`src/rtl/sample_accumulator.sv`:
```
// Sums a frame of 2^shift_sel samples and holds the sum for the downstream Shift_Divider.
// Define SAMPLE_ACC_SAT_EN to saturate the 8-bit dividend at 255 instead of wrapping it.
module sample_accumulator #(
    parameter int DATA_W = 8,
    parameter int CNT_W  = 8
) (
    input  logic              clk,
    input  logic              rst,
    input  logic              flush,
    input  logic [2:0]        shift_sel,
    input  logic              in_valid,
    output logic              in_ready,
    input  logic [DATA_W-1:0] in_data,
    output logic              out_valid,
    input  logic              out_ready,
    output logic [7:0]        dividend,
    output logic [2:0]        divisor,
    output logic              overflow
);

    localparam int ACC_W = DATA_W + 7;

    typedef enum logic [1:0] {
        IDLE  = 2'd0,
        ACCUM = 2'd1,
        HOLD  = 2'd2
    } state_t;

    state_t             state_q, state_d;
    logic [ACC_W-1:0]   acc_q, acc_d;
    logic [CNT_W-1:0]   cnt_q, cnt_d;
    logic [2:0]         shift_q, shift_d;
    logic [7:0]         dividend_q, dividend_d;
    logic [2:0]         divisor_q, divisor_d;
    logic               overflow_q, overflow_d;
    logic               accept;
    logic               load_out;
    logic [CNT_W-1:0]   frame_len;

    assign in_ready  = !rst && (state_q != HOLD);
    assign out_valid = (state_q == HOLD);
    assign accept    = in_valid && in_ready;
    assign frame_len = CNT_W'(1) << shift_q;

    assign dividend = dividend_q;
    assign divisor  = divisor_q;
    assign overflow = overflow_q;

    always_comb begin
        state_d    = state_q;
        acc_d      = acc_q;
        cnt_d      = cnt_q;
        shift_d    = shift_q;
        load_out   = 1'b0;
        dividend_d = dividend_q;
        divisor_d  = divisor_q;
        overflow_d = overflow_q;

        // flush has priority over both a same-cycle sample and a same-cycle output handshake
        case (state_q)
            IDLE: begin
                if (flush) begin
                    acc_d = '0;
                    cnt_d = '0;
                end else if (accept) begin
                    acc_d   = ACC_W'(in_data);
                    cnt_d   = CNT_W'(1);
                    shift_d = shift_sel;
                    if (shift_sel == 3'd0) begin
                        state_d  = HOLD;
                        load_out = 1'b1;
                    end else begin
                        state_d = ACCUM;
                    end
                end
            end
            ACCUM: begin
                if (flush) begin
                    acc_d   = '0;
                    cnt_d   = '0;
                    state_d = IDLE;
                end else if (accept) begin
                    acc_d = acc_q + ACC_W'(in_data);
                    cnt_d = cnt_q + CNT_W'(1);
                    if (cnt_d == frame_len) begin
                        state_d  = HOLD;
                        load_out = 1'b1;
                    end
                end
            end
            HOLD: begin
                if (flush) begin
                    acc_d   = '0;
                    cnt_d   = '0;
                    state_d = IDLE;
                end else if (out_ready) begin
                    state_d = IDLE;
                end
            end
            default: begin
                state_d = IDLE;
            end
        endcase

        if (load_out) begin
            divisor_d  = shift_d;
            overflow_d = (acc_d > ACC_W'(255));
`ifdef SAMPLE_ACC_SAT_EN
            dividend_d = (acc_d > ACC_W'(255)) ? 8'hFF : acc_d[7:0];
`else
            dividend_d = acc_d[7:0];
`endif
        end
    end

    always_ff @(posedge clk or posedge rst) begin
        if (rst) begin
            state_q    <= IDLE;
            acc_q      <= '0;
            cnt_q      <= '0;
            shift_q    <= '0;
            dividend_q <= '0;
            divisor_q  <= '0;
            overflow_q <= 1'b0;
        end else begin
            state_q    <= state_d;
            acc_q      <= acc_d;
            cnt_q      <= cnt_d;
            shift_q    <= shift_d;
            dividend_q <= dividend_d;
            divisor_q  <= divisor_d;
            overflow_q <= overflow_d;
        end
    end

endmodule

```
`config.mk`:
```
export PLATFORM = sky130hd
export DESIGN_NAME = sample_accumulator
export DESIGN_NICKNAME = d
export VERILOG_FILES = /design/src/rtl/sample_accumulator.sv
export SDC_FILE = /design/constraint.sdc
export NUM_CORES = 1
export LEC_CHECK = 0
export BUFFER_PORTS_ARGS = -buffer_cell sky130_fd_sc_hd__buf_2
export CAP_MARGIN = 20
export CORE_ASPECT_RATIO = 2
export CORE_MARGIN = 3
export CORE_UTILIZATION = 45
export CTS_CLUSTER_SIZE = 16
export DETAILED_ROUTE_END_ITERATION = 12
export PLACE_DENSITY = 0.62
export SLEW_MARGIN = 20
export SYNTH_ARGS = -nofsm -noshare
export SYNTH_HDL_FRONTEND = slang
export SYNTH_SLANG_ARGS = --single-unit
```
`constraint.sdc`:
```
create_clock -name clk -period 2.6 [get_ports clk]
set_input_delay 0.26 -clock clk [delete_from_list [all_inputs] [get_ports clk]]
set_output_delay 0.26 -clock clk [all_outputs]
set_load 0.1 [all_outputs]
```
# ---- Word-level counts from Yosys, hierarchy flattened
# Index checks and enable logic that the tools add are counted.
dict set report totals {
  reg_bits 40
}
dict set report op_classes {
  n_lt_le_gt_ge 1
  n_eq_ne 11
  add_sub_neg 2
  reduce_logical 8
  muxes 31
  shifts 1
}
# cell count
set op_table {}
lappend op_table {{2-to-1 mux 15 bit} 5}
lappend op_table {{one-hot mux 15 bit (3 select lines)} 1}
lappend op_table {{2-to-1 mux 8 bit} 5}
lappend op_table {{one-hot mux 8 bit (3 select lines)} 1}
lappend op_table {{2-to-1 mux 2 bit} 8}
lappend op_table {{adder 15 x 8 -> 15 bit} 1}
lappend op_table {{greater-than comparator 15 x 8 -> 1 bit (second input constant)} 1}
lappend op_table {{2-to-1 mux 3 bit} 3}
lappend op_table {{inequality test 3 bit (second input constant)} 3}
lappend op_table {{adder 8 x 1 -> 8 bit (second input constant)} 1}
lappend op_table {{== test 8 bit} 1}
lappend op_table {{inequality test 2 bit (second input constant)} 4}
lappend op_table {{left shift 1 x 3 -> 8 bit (first input constant)} 1}
lappend op_table {{2-to-1 mux 1 bit} 6}
lappend op_table {{one-hot mux 2 bit (3 select lines)} 1}
lappend op_table {{AND reduction 5 bit} 1}
lappend op_table {{AND reduction 4 bit} 1}
lappend op_table {{logical NOT 3 bit} 1}
lappend op_table {{inequality test 3 x 2 -> 1 bit (second input constant)} 1}
lappend op_table {{nonzero test 3 bit} 1}
lappend op_table {{== test 2 x 1 -> 1 bit (second input constant)} 1}
lappend op_table {{== test 2 bit (second input constant)} 1}
lappend op_table {{logical AND 1 bit} 2}
lappend op_table {{logical NOT 2 bit} 1}
lappend op_table {{2 further kinds} 2}

# ---- Longest topological paths before layout
dict set report logic_depth {
  depth_word 7
  mapped_depth 10
  depth_no_buf 10
}

# ---- Worst setup path after synthesis
# Ideal clock, no wire load.
dict set report synth_path {
  path_type {register to register}
  startpoint {register state_q[0]}
  endpoint {register dividend_q[1] (netlist: dividend[1])}
  path_slack_ns -1.307
  t_arrival_ns 3.781
  path_buffers 0
  path_stages_with_launch 10
  path_cell_list {dfrtp_1 -> inv_1 -> ha_1 -> nor2_1 -> and2_1 -> o31ai_1 -> a21o_1 -> a22oi_1 -> o21ai_0 -> mux2_4}
}
dict set report synth_between {
  word_cells_on_any_way 16
}
# element line
set synth_lines {}
lappend synth_lines {{start: declaration} 29} ;# state_t state_q, state_d;
lappend synth_lines {{start signal: assignment} 126} ;# state_q <= state_d;
lappend synth_lines {{== test 2 bit} n/a}
lappend synth_lines {{via out_valid} 14} ;# output logic out_valid,
lappend synth_lines {{one-hot mux 15 bit (3 select lines)} 60} ;# case (state_q)
lappend synth_lines {{via acc_d[1]} 30} ;# logic [ACC_W-1:0] acc_q, acc_d;
lappend synth_lines {{end signal: assignment} 130} ;# dividend_q <= dividend_d;
lappend synth_lines {{end: declaration} 33} ;# logic [7:0] dividend_q, dividend_d;
# The timed path passes the listed nets, and every way through them passes these cells.
# A chain may end at the register's enable or synchronous reset.

# ---- Final worst setup path
dict set report layout_path {
  startpoint {register cnt_q[0]}
  endpoint {register state_q[0]}
}
dict set report layout_between {
  elab_chain_cells 4
}
# element line
set layout_lines {}
lappend layout_lines {{start: declaration} 31} ;# logic [CNT_W-1:0] cnt_q, cnt_d;
lappend layout_lines {{start signal: assignment} 128} ;# cnt_q <= cnt_d;
lappend layout_lines {{adder 8 x 1 -> 8 bit} 84} ;# cnt_d = cnt_q + CNT_W'(1);
lappend layout_lines {{== test 8 bit} 85} ;# if (cnt_d == frame_len) begin
lappend layout_lines {{inequality test 3 bit (no source line)} n/a}
lappend layout_lines {{AND reduction 5 bit (no source line)} n/a}
# Every way passes these cells.

==> flow_summary.json <==
{
  "grt_max_degree": 21,
  "cp.arrival_ns": 2.69,
  "fillers": 514,
  "io_pins": 30,
  "syn-cell-area_sq_mm": 0.00267,
  "drt_wl_total_um": 6820,
  "crit_path_cell_trace": "buf_4 > nand2_1 > nor2_1 > xnor2_1 > mux2_2 > a32oi_2 > buf_4 > or3_1 > a311o_1",
  "status": "finished clean",
  "synthToLayoutAreaGrowth_pct": 26.8,
  "syn_area_per_cell_sq_um": 9.63,
  "track_usage_pct": 21.2,
  "final_cell_mix": "39 x dfrtp_1, 32 x buf_4, 29 x buf_2",
  "post_cts_buffers": 0,
  "fp.dieH_um": 115,
  "dr.pass1.iters": 4,
  "hold_path.class": "in2async",
  "cts_inserted_buffers": 5,
  "final_common_cell": "dfrtp_1",
  "synthArstFlopShare_pct": 100,
  "slowest_delay_ns": 0.38,
  "setup_ws_ns": 0.0816,
  "fin_crit_sh_pct": 96.9,
  "layout.nets": 366,
  "first_iter_violations": 113,
  "dieArea_sq_mm": 0.00695,
  "synth_cells": 277,
  "routabilityCongestion": 0.863,
  "cts_tree": "done",
  "place_ws_ns": -0.0471,
  "end_kind": "register",
  "worstSetupStartpoint": "cnt_q[0]",
  "syn-num-nets": 307,
  "clock.fmax_ghz": 0.397,
  "vias_per_cell": 5.87,
  "clock_sinks": 40,
  "p_per_area_mw_per_mm2": 963,
  "grt_pass1_vias": 2398,
  "tightestPinTransition_ns": 0.493,
  "antenna_found_initial": 0,
  "synth_ff_type": "dfrtp_1",
  "leakage_nw": 1.52,
  "h-tree-depth": 2,
  "drive_gt1_share_pct": 33.5,
  "skew_ns": 0.00768,
  "post-route-util_pct": 59.3,
  "crit_buf_inv": 2,
  "antenna_cells": 0,
  "fp.dieW_um": 60.5,
  "critPathTopFamily": "simple AND/OR/NAND/NOR gates",
  "grt_pass1_wl_um": 11000,
  "vias": 2335,
  "wl_per_cell_um": 17.1,
  "finalHoldViolations": 0,
  "ys_ff_latch": 40,
  "p_total_mw": 3.26,
  "ant_nets": 0,
  "critPathKind": "reg2reg",
  "r2r_start": "cnt_q[0]",
  "worstSkewPairLatency_ns": 0.29,
  "cts_hold_buffers": 0,
  "clockBufferDepth": 2,
  "hpwl_um": 5310,
  "peakVddDrop_mv": 0.859,
  "max-slew-margin-rel_pct": 67.3,
  "overflow": 0,
  "core-area_sq_mm": 0.00571,
  "place_inst": 390,
  "finalNonFillerCells": 398,
  "ys_types": 60,
  "max-cap-violations": 0,
  "path_clk_slew_ns": 0.06,
  "synth_edf_count": 0,
  "initial_utilization_pct": 46.7,
  "setup_violations": 0,
  "critPathMaxFanout": 8,
  "row_count": 39,
  "worst_path_most_repeated_cell": "buf_4",
  "drc_errors": 0,
  "start_kind": "register",
  "cpMaxStageDelayCell": "dfrtp_1",
  "worstPathRequired_ns": 2.77,
  "cts_root_buf": "clkbuf_16",
  "ys_seq_area_share_pct": 37.5,
  "slew_viol_final": 0,
  "min_period_ns": 2.52,
  "fin_tns_setup_ns": 0,
  "yosys_warnings": 0,
  "numPortBuffers": 29
}
-- registers in the layout, summed over array words and instances, names as in the netlist --
register  count
acc_q        15
divisor       3
cnt_q         8
state_q       2
shift_q       3
dividend      8
overflow      1
-- cell usage after synthesis (4+ instances only) --
cell       n  area share (%)
nor2b_1    4            0.94
nand2b_1   5             1.2
xnor2_1    7             2.3
nand2_1   28             3.9
nor3_1     6             1.1
nor2_1    15             2.1
clkbuf_1   7            0.98
ha_1      13             6.1
inv_1     15             2.1
a22oi_1    6             1.7
mux2_4     8             4.5
a21oi_1   11             2.1
dfrtp_1   40              38
o21ai_0   15             2.8
or4_1      5             1.4
xor2_1     4             1.3
o211ai_1   4             1.1
nand3_1   11             2.1
mux2_2     7             3.0
-- tightest hold or removal path, stage by stage --
cell   delay [ns]
buf_2        0.12
inv_1        0.07
buf_4        0.27
-- area by class of cell --
type	instances	area (sq um)	area share, %
Timing Repair Buffer	62	405	12.0
Multi-Input combinational cell	212	1680	49.5
Clock buffer	5	125	3.70
Clock inverter	3	42.5	1.26
Tap cell	61	76.3	2.26
Sequential cell	40	1000	29.6
Inverter	15	56.3	1.66
-- power by group --
group	internal [mW]	switching, mW	total (mW)
logic	0.624	1.09	1.71
registers	0.737	0.111	0.848
clock network	0.451	0.248	0.699
-- path summary, 6_finish.rpt --
kind,endpoint,slack (ns),cells past startpoint
max,state_q[0],0.08,9
min,acc_q[14],0.05,3
max reg2reg,state_q[0],0.08,9
min reg2reg,cnt_q[7],0.50,2
max in group asynchronous,cnt_q[2],2.29,3
min in group clk,acc_q[6],0.24,3
-- cell families after synthesis --
family	synth area share, %
compound gates	20.0
xor+xnor	3.61
fa+ha+maj	6.84
buf+inv	3.89
flops	37.5
mux	8.25
simple gates	19.9
-- routing by layer --
metal / GRT usage (%) / wire length [um] / up-vias
li1: - / - / 1150
met1: 20.6 / 2450 / 1146
met4: 8.97 / 166 / 0
met3: 3.60 / 154 / 13
met2: 41.3 / 4050 / 26
met5: 0 / 0 / -
-- repair_timing --
| item | 4_1_cts | 5_1_grt |
|---|---|---|
| gates resized for setup | 1 | 21 |
| endpoints found under the setup margin | 1 | 12 |
| pin swaps | 0 | 2 |
-- metrics by stage --
stage	hold slack (ns)	cell area [sq um]
4_1_cts	0.0609	3300
6_report	0.0542	3380
5_1_grt	0.0859	3380
3_3_place_gp	0.359	3130
3_5_place_dp	0.365	3130
2_1_floorplan	0.402	2690
Power figures use the tool's default switching activity.
